File: src/rtl/fp_mul_arb_pkg.sv
// Shared types and helpers for the round-robin float multiplier arbiter.
package fp_mul_arb_pkg;

  localparam int FP_W = 32;

  typedef enum logic [2:0] {
    IDLE,
    ARM,
    LAUNCH,
    WAIT,
    RESP
  } state_e;

  // Pointer advance with wrap: the slot after the one just served gets top priority.
  function automatic int next_ptr(input int cur, input int n);
    return (cur + 1 >= n) ? 0 : cur + 1;
  endfunction

endpackage

File: src/rtl/fp_mul_arbiter_rr_picker.sv
// Combinational round-robin picker: first set request at or after the pointer, wrapping.
module rr_picker #(
  parameter int NUM_REQ = 4,
  parameter int PTR_W   = $clog2(NUM_REQ)
) (
  input  logic [NUM_REQ-1:0] req_i,
  input  logic [PTR_W-1:0]   ptr_i,
  output logic [NUM_REQ-1:0] pick_o,
  output logic [PTR_W-1:0]   idx_o,
  output logic               any_o
);

  always_comb begin : scan
    int c;
    logic found;
    logic [PTR_W-1:0] cidx;
    c     = 0;
    cidx  = '0;
    found = 1'b0;
    idx_o = '0;
    for (int k = 0; k < NUM_REQ; k++) begin
      c = int'(ptr_i) + k;
      if (c >= NUM_REQ) c = c - NUM_REQ;
      cidx = PTR_W'(c);
      if (!found && req_i[cidx]) begin
        found = 1'b1;
        idx_o = cidx;
      end
    end
  end

  assign any_o  = |req_i;
  assign pick_o = any_o ? (NUM_REQ'(1) << idx_o) : '0;

endmodule

File: src/rtl/fp_mul_arbiter.sv
// Shares one 32-bit float multiplier among NUM_REQ requesters: grant, re-arm,
// launch, wait on done with a watchdog, then return the product to the owner.
module fp_mul_arbiter
  import fp_mul_arb_pkg::*;
#(
  parameter int NUM_REQ = 4,
  parameter int TIMEOUT = 64
) (
  input  logic                    clk,
  input  logic                    rst_n,
  input  logic [NUM_REQ-1:0]      req,
  input  logic [FP_W*NUM_REQ-1:0] req_x,
  input  logic [FP_W*NUM_REQ-1:0] req_y,
  output logic [NUM_REQ-1:0]      gnt,
  output logic [NUM_REQ-1:0]      rsp_valid,
  output logic [FP_W-1:0]         rsp_data,
  output logic                    rsp_err,
  output logic                    busy,
  output logic [FP_W-1:0]         mul_x,
  output logic [FP_W-1:0]         mul_y,
  output logic                    mul_rdy,
  output logic                    mul_rst_n,
  input  logic [FP_W-1:0]         mul_z,
  input  logic                    mul_done
);

  localparam int PTR_W = $clog2(NUM_REQ);
  localparam int WD_W  = $clog2(TIMEOUT + 1);

  state_e                 state_q;
  logic [PTR_W-1:0]       ptr_q;
  logic [PTR_W-1:0]       owner_q;
  logic [WD_W-1:0]        wd_q;
  logic [NUM_REQ-1:0]     gnt_q;
  logic [NUM_REQ-1:0]     rsp_valid_q;
  logic [FP_W-1:0]        rsp_data_q;
  logic                   rsp_err_q;
  logic                   busy_q;
  logic [FP_W-1:0]        mul_x_q;
  logic [FP_W-1:0]        mul_y_q;
  logic                   mul_rdy_q;
  logic                   mul_rst_n_q;

  logic [NUM_REQ-1:0]     pick_oh;
  logic [PTR_W-1:0]       pick_idx;
  logic                   pick_any;
  logic [FP_W-1:0]        sel_x_d;
  logic [FP_W-1:0]        sel_y_d;
  logic [PTR_W-1:0]       ptr_d;

  rr_picker #(
    .NUM_REQ (NUM_REQ),
    .PTR_W   (PTR_W)
  ) u_picker (
    .req_i  (req),
    .ptr_i  (ptr_q),
    .pick_o (pick_oh),
    .idx_o  (pick_idx),
    .any_o  (pick_any)
  );

  assign sel_x_d = req_x[FP_W*int'(pick_idx) +: FP_W];
  assign sel_y_d = req_y[FP_W*int'(pick_idx) +: FP_W];
  assign ptr_d   = PTR_W'(next_ptr(int'(owner_q), NUM_REQ));

  always_ff @(posedge clk or negedge rst_n) begin
    if (!rst_n) begin
      state_q     <= IDLE;
      ptr_q       <= '0;
      owner_q     <= '0;
      wd_q        <= '0;
      gnt_q       <= '0;
      rsp_valid_q <= '0;
      rsp_data_q  <= '0;
      rsp_err_q   <= 1'b0;
      busy_q      <= 1'b0;
      mul_x_q     <= '0;
      mul_y_q     <= '0;
      mul_rdy_q   <= 1'b0;
      mul_rst_n_q <= 1'b0;
    end else begin
      gnt_q       <= '0;
      rsp_valid_q <= '0;
      case (state_q)
        IDLE: begin
          mul_rst_n_q <= 1'b1;
          if (pick_any) begin
            owner_q <= pick_idx;
            mul_x_q <= sel_x_d;
            mul_y_q <= sel_y_d;
            gnt_q   <= pick_oh;
            busy_q  <= 1'b1;
            state_q <= ARM;
          end
        end
        // One-cycle re-arm clears the multiplier's sticky done before launch.
        ARM: begin
          mul_rst_n_q <= 1'b0;
          state_q     <= LAUNCH;
        end
        LAUNCH: begin
          mul_rst_n_q <= 1'b1;
          mul_rdy_q   <= 1'b1;
          wd_q        <= '0;
          state_q     <= WAIT;
        end
        WAIT: begin
          if (mul_done) begin
            rsp_data_q  <= mul_z;
            rsp_err_q   <= 1'b0;
            rsp_valid_q <= NUM_REQ'(1) << owner_q;
            mul_rdy_q   <= 1'b0;
            state_q     <= RESP;
          end else if (wd_q == WD_W'(TIMEOUT)) begin
            rsp_data_q  <= '0;
            rsp_err_q   <= 1'b1;
            rsp_valid_q <= NUM_REQ'(1) << owner_q;
            mul_rdy_q   <= 1'b0;
            state_q     <= RESP;
          end else begin
            wd_q <= wd_q + 1'b1;
          end
        end
        RESP: begin
          ptr_q   <= ptr_d;
          busy_q  <= 1'b0;
          state_q <= IDLE;
        end
        default: begin
          busy_q  <= 1'b0;
          state_q <= IDLE;
        end
      endcase
    end
  end

  assign gnt       = gnt_q;
  assign rsp_valid = rsp_valid_q;
  assign rsp_data  = rsp_data_q;
  assign rsp_err   = rsp_err_q;
  assign busy      = busy_q;
  assign mul_x     = mul_x_q;
  assign mul_y     = mul_y_q;
  assign mul_rdy   = mul_rdy_q;
  assign mul_rst_n = mul_rst_n_q;

endmodule

File: config.mk
export PLATFORM = sky130hd
export DESIGN_NAME = fp_mul_arbiter
export DESIGN_NICKNAME = d
export VERILOG_FILES = /design/src/rtl/fp_mul_arb_pkg.sv /design/src/rtl/fp_mul_arbiter_rr_picker.sv /design/src/rtl/fp_mul_arbiter.sv
export SDC_FILE = /design/constraint.sdc
export NUM_CORES = 1
export LEC_CHECK = 0
export CORE_AREA = 2 2 155 157
export DETAILED_ROUTE_END_ITERATION = 16
export DIE_AREA = 0 0 157 159
export GPL_TIMING_DRIVEN = 0
export PLACE_DENSITY = 0.6
export SYNTH_ARGS = -nofsm -noshare
export SYNTH_HDL_FRONTEND = slang
export SYNTH_SLANG_ARGS = --single-unit
File: constraint.sdc
create_clock -name clk -period 4.5 [get_ports clk]
set_input_delay 1.125 -clock clk [delete_from_list [all_inputs] [get_ports clk]]
set_output_delay 1.125 -clock clk [all_outputs]
set_load 0.1 [all_outputs]
== Word-level counts from Yosys, hierarchy flattened ==
Index checks and enable logic that the tools add are counted.
W data, S select, Z words.

* Register bits: 122
* Bits of input ports: 295
* Output and inout port bits: 108
* Logic and storage cells: 106

* Add/subtract/negate cells: 9
* Order comparisons: 9
* Equality and inequality tests: 9
* Shift operators: 4
* Mux-type cells: 42
* Bitwise logic cells: 1
* Reduce and logical (&&, ||, !) cells: 19

{| class="wikitable"
|+ Operator list
! cell !! number
|-
| $shiftx A128 B8 Y32 || 2
|-
| $mux W32 || 2
|-
| $mux W4 || 5
|-
| $mux W2 || 9
|-
| $mux W7 || 2
|-
| $pmux W7 S2 || 1
|-
| $ge A3 B3 Y1 const B || 4
|-
| $lt A2 B3 Y1 const B || 4
|-
| $mux W1 || 12
|-
| $pmux W3 S4 || 1
|-
| $reduce_and A2 Y1 || 5
|-
| $mux W3 || 3
|-
| $bmux W1 S2 || 4
|-
| $shl A1 B2 Y4 const A || 2
|-
| $sub A2 B1 Y2 const B || 4
|-
| $add A7 B1 Y7 const B || 1
|-
| $eq A7 B7 Y1 const B || 1
|-
| $add A2 B1 Y3 const B || 2
|-
| $add A2 B2 Y3 const B || 2
|-
| $eq A3 B2 Y1 const B || 2
|-
| $ne A2 B2 Y1 const B || 3
|-
| $pmux W1 S2 || 3
|-
| $reduce_bool A2 Y1 || 3
|-
| $reduce_or A4 Y1 || 1
|-
| other kinds (11) || 15
|}

== Longest topological paths before layout ==
* Depth in word-level cells: 17
* Depth in mapped cells: 8
* Depth with buffers taken out: 8

== By module ==
A second synthesis with hierarchy kept.

* Cells, all modules: 496
* Area, all modules: 6754.0 um2

{| class="wikitable"
|+ By module, submodules not included
! module !! instances !! cells an instance !! area each (um2) !! sequential area each (um2)
|-
| fp_mul_arbiter || 1 || 467 || 6556.3 || 3052.9
|-
| rr_picker || 1 || 29 || 197.7 || 0.0
|}

== Worst setup path after synthesis ==
Ideal clock, no wire load.

* Kind: input to register
* From: input req[1]
* To: register mul_x_q[10], in the netlist mul_x[10]
* Arrival time: 2.343 ns
* Data required time: 4.401 ns
* Setup slack: 2.058 ns
* Stages: 7
* Cells stage by stage: nor4_2 -> nor4_4 -> o221ai_2 -> buf_2 -> buf_2 -> a221oi_1 -> a311oi_1

* Longest elaborated chain between the ends: 13

{| class="wikitable"
|+ Ends and longest elaborated chain
! element !! line !! RTL
|-
| from (decl) || fp_mul_arbiter.sv:11 || <nowiki>input logic [NUM_REQ-1:0] req,</nowiki>
|-
| $bmux W1 S2 || fp_mul_arbiter_rr_picker.sv:25 || <nowiki>if (!found && req_i[cidx]) begin</nowiki>
|-
| $mux W1 (implied by the code) || fp_mul_arbiter_rr_picker.sv:25 ||
|-
| $mux W1 || fp_mul_arbiter_rr_picker.sv:25 ||
|-
| $logic_not A1 Y1 || fp_mul_arbiter_rr_picker.sv:25 ||
|-
| $logic_and A1 B1 Y1 || fp_mul_arbiter_rr_picker.sv:25 ||
|-
| $mux W1 || fp_mul_arbiter_rr_picker.sv:25 ||
|-
| $logic_not A1 Y1 || fp_mul_arbiter_rr_picker.sv:25 ||
|-
| $logic_and A1 B1 Y1 || fp_mul_arbiter_rr_picker.sv:25 ||
|-
| $mux W1 || fp_mul_arbiter_rr_picker.sv:25 ||
|-
| $logic_not A1 Y1 || fp_mul_arbiter_rr_picker.sv:25 ||
|-
| $logic_and A1 B1 Y1 || fp_mul_arbiter_rr_picker.sv:25 ||
|-
| $mux W2 || fp_mul_arbiter_rr_picker.sv:25 ||
|-
| $shiftx A128 B8 Y32 || fp_mul_arbiter.sv:62 || <nowiki>assign sel_x_d = req_x[FP_W*int'(pick_idx) +: FP_W];</nowiki>
|-
| to (signal assigned) || fp_mul_arbiter.sv:89 || <nowiki>mul_x_q <= sel_x_d;</nowiki>
|-
| to (decl) || fp_mul_arbiter.sv:39 || <nowiki>logic [FP_W-1:0] mul_x_q;</nowiki>
|}

Parallel ways exist; a longest one is shown, timed or not. The select of a mux whose other input is x is not followed.
A chain may end at the register's enable or synchronous reset.

== Worst setup path in the final report ==
* From: input req[3]
* To: register mul_y_q[1], in the netlist mul_y[1]

* Longest elaborated chain between the ends: 13

{| class="wikitable"
|+ Ends and longest elaborated chain
! element !! line !! RTL
|-
| $bmux W1 S2 || fp_mul_arbiter_rr_picker.sv:25 ||
|-
| $mux W1 (implied by the code) || fp_mul_arbiter_rr_picker.sv:25 ||
|-
| $mux W1 || fp_mul_arbiter_rr_picker.sv:25 ||
|-
| $logic_not A1 Y1 || fp_mul_arbiter_rr_picker.sv:25 ||
|-
| $logic_and A1 B1 Y1 || fp_mul_arbiter_rr_picker.sv:25 ||
|-
| $mux W1 || fp_mul_arbiter_rr_picker.sv:25 ||
|-
| $logic_not A1 Y1 || fp_mul_arbiter_rr_picker.sv:25 ||
|-
| $logic_and A1 B1 Y1 || fp_mul_arbiter_rr_picker.sv:25 ||
|-
| $mux W1 || fp_mul_arbiter_rr_picker.sv:25 ||
|-
| $logic_not A1 Y1 || fp_mul_arbiter_rr_picker.sv:25 ||
|-
| $logic_and A1 B1 Y1 || fp_mul_arbiter_rr_picker.sv:25 ||
|-
| $mux W2 || fp_mul_arbiter_rr_picker.sv:25 ||
|-
| $shiftx A128 B8 Y32 || fp_mul_arbiter.sv:63 || <nowiki>assign sel_y_d = req_y[FP_W*int'(pick_idx) +: FP_W];</nowiki>
|-
| to (signal assigned) || fp_mul_arbiter.sv:90 || <nowiki>mul_y_q <= sel_y_d;</nowiki>
|-
| to (decl) || fp_mul_arbiter.sv:40 || <nowiki>logic [FP_W-1:0] mul_y_q;</nowiki>
|}

Parallel ways exist; a longest one is shown, timed or not. The select of a mux whose other input is x is not followed.

==> flow_summary.ini <==
[clocking]
tritoncts = yes
root_buffer = clkbuf_16
numCtsBuffers = 17
cts.sink_count = 122
clk-insertion-delay-late_ns = 0.42
htree_levels = 4
cts_resized = 0
cts_hold_repair.buffers = 0
clkTransAtPathRegs_ns = 0.07
clock_path_buffers = 2
cts_setup_buffers = 0

[global_route]
grt_pass1_vias = 7488
grt-busiest-layer = met2
grt_pass1_wl_um = 46300
grt_use_met2 = 0.440
use_met1 = 0.295
gr-usage-all-layers = 0.249
grt-ovfl-total = 0
gr-usage-met3 = 0.0631
grt_max_degree = 70
grt_antenna_before_repair = 3

[synthesis]
synth_top_area_cell = dfrtp_1
synthSimpleGateAreaFrac = 0.214
async_flop_share = 1.00
synth_mux_area_frac = 0.00349
syn_area_um2 = 6460
synth_edf_count = 0
synth_xor_area_frac = 0.00542
synthFlopType = dfrtp_1
synth_top_family_by_area = compound AO/OA/AOI/OAI gates
syn_avg_cell_area_um2 = 9.26
yosys_register_bits = 122
synth.distinct_cells = 40
netlist_instances = 698
synth-seq-area-share = 0.473
synth.area.top_cells = dfrtp_1 (47%), a221oi_1 (8.7%), a311oi_1 (8.7%)
yosys.area.top_type_share = 0.473
ys_warn_count = 0
synthAdderAreaFrac = 0.0116
syn-num-nets = 999
synth_compound_area_frac = 0.243

[min_path]
hp-class = reg2reg

[floorplan]
dieArea_um2 = 25000
rows = 56
die_h_um = 159
initial_utilization = 0.279
io_pins = 403
core_um2 = 23200
die_w_um = 157

[placed_design]
hpwlAfterDp_um = 24200
io_buffers = 402
dp_slack_ns = 0.732
place_area_um2 = 10900
dpl.cell_count = 1420
gp_congestion = 0.856

[setup_path]
worstPathRequired_ns = 4.75
crit_type = in2reg
critPathLaunchType = input port
path_max_fanout = 10
end_kind = flip-flop
reg2reg_setup_slack_ns = 1.91
cp_data_arrival_time_ns = 3.59

[sta]
setup_viol = 0
period_needed_ns = 3.35
worst_pin_slew_ns = 1.15
finalCritPeriodShare = 0.744
rsz0062_at_grt = no
timing.clock.skew_ns = 0.00872
slew_headroom = 0.233
hold_viol = 0
worst_slack_ns = 1.15
fmax_mhz = 299
setup_tns_ns = 0
report.final.slew_viol_count = 0

[pwr]
peakVddDrop_uv = 392
p_leak_nw = 4.59
powerDensity_nw_per_um2 = 865

[layout]
final_nets = 1421
finalInstanceArea_um2 = 11600
layout-drive-gt1-share = 0.0538
syn_to_final_growth_pct = 79.2
finalNonFillerCells = 1454

[flow_run]
cap_viol_max_count = 0

[routing]
dr.pass1.iters = 4
route.detailed.drc = 0
drt_iter0_drc = 370
routed_wl_um = 31600
ant_nets = 0
wire_per_inst_um = 21.7
vias_per_cell = 5.06
vias = 7352

[outcome]
status = finished clean
-- stage by stage --
stage | util | total power [mW] | hold slack [ns]
after detailed placement | 0.471 | 8.46 | 0.481
after floorplan | - | 6.52 | 0.502
after CTS | 0.499 | 10.1 | 0.496
after global placement | 0.469 | 8.44 | 0.469
after global routing | 0.499 | 10.4 | 0.513
final | 0.499 | 10.0 | 0.486
-- power by group --
group,internal [mW],switching (mW),leakage (nW)
sequential,1.60,0.303,1.45
combinational,1.65,4.88,2.82
clock,1.00,0.574,0.319
-- logic make-up (layout without fill, tap and decap cells) --
| logic type | count (synthesis) | in the layout |
|---|---|---|
| flip-flops | 122 | 122 |
| AO/OA/AOI/OAI | 186 | 186 |
| AND/OR/NAND/NOR | 304 | 304 |
| buffers and inverters | 74 | 509 |
| other | 0 | 2 |
| multiplexers | 2 | 2 |
| XOR/XNOR | 4 | 4 |
| adder cells (fa/ha/maj) | 6 | 6 |
-- registers in the layout (all words and copies together) (netlist names) --
| name | cells |
|---|---|
| gnt | 4 |
| mul_y | 32 |
| wd_q | 7 |
| rsp_err | 1 |
| owner_q | 2 |
| rsp_valid | 4 |
| ptr_q | 2 |
| mul_rdy | 1 |
| busy | 1 |
| mul_rst_n | 1 |
| rsp_data | 32 |
| mul_x | 32 |
| state_q | 3 |
-- cell usage in the layout (no fill, tap or decap), drive strengths merged, types with 6 or more instances in the layout --
| cell type | n |
|---|---|
| a311oi | 64 |
| buf | 28 |
| and2 | 70 |
| nand2 | 138 |
| dfrtp | 122 |
| clkdlybuf4s50 | 401 |
| a22o | 32 |
| clkbuf | 58 |
| inv | 15 |
| a221oi | 64 |
| ha | 6 |
| nor2 | 77 |
| o21ai | 7 |
-- synth_stat cells, types with 2 or more instances --
cell type and number:
a21oi_1 5, a22o_1 32, nor2_1 77, o21ai_1 3
a21o_1 3, and2_1 70, xnor2_1 3, nand2_1 138
o31ai_1 3, inv_1 8, and3_1 4, nor2b_1 3
buf_4 5, a221oi_1 64, o21ai_0 4, ha_1 6
buf_2 17, buf_1 4, nand3_1 4, a211oi_1 2
a311oi_1 64, clkbuf_1 40, dfrtp_1 122
-- metal layers --
| layer | up-vias | wire (um) |
|---|---|---|
| met5 | - | 0 |
| met4 | 0 | 591 |
| met3 | 30 | 2470 |
| met2 | 322 | 16000 |
| met1 | 3596 | 12600 |
| li1 | 3404 | - |
-- cell type report --
cell class | instances | area (um^2)
fillers | 2271 | 11600
repair buffers | 403 | 4050
multi-input cells | 502 | 3090
flip-flops and latches | 122 | 3050
clock buffers | 18 | 429
well taps | 319 | 399
plain buffers | 66 | 288
clock inverters | 14 | 230
inverters | 8 | 30.0
diodes | 2 | 5.00
-- critical path, stage by stage --
cell and delay, ns:
clkdlybuf4s50_1 0.57, nor4_2 0.10, nor4_4 0.47, and2_1 0.21, buf_2 0.31, clkbuf_1 0.60
a311oi_1 0.20
-- path summary, 6_finish.rpt --
kind / from / to / cells past startpoint
min in group asynchronous: rst_n / rsp_data[2] / 1
setup reg to reg: state_q[2] / mul_y[1] / 5
max in group asynchronous: rst_n / mul_y[16] / 2
hold reg to reg: busy / busy / 1
setup / recovery: req[3] / mul_y[1] / 7
hold / removal: busy / busy / 1
Power figures use the tool's default switching activity.
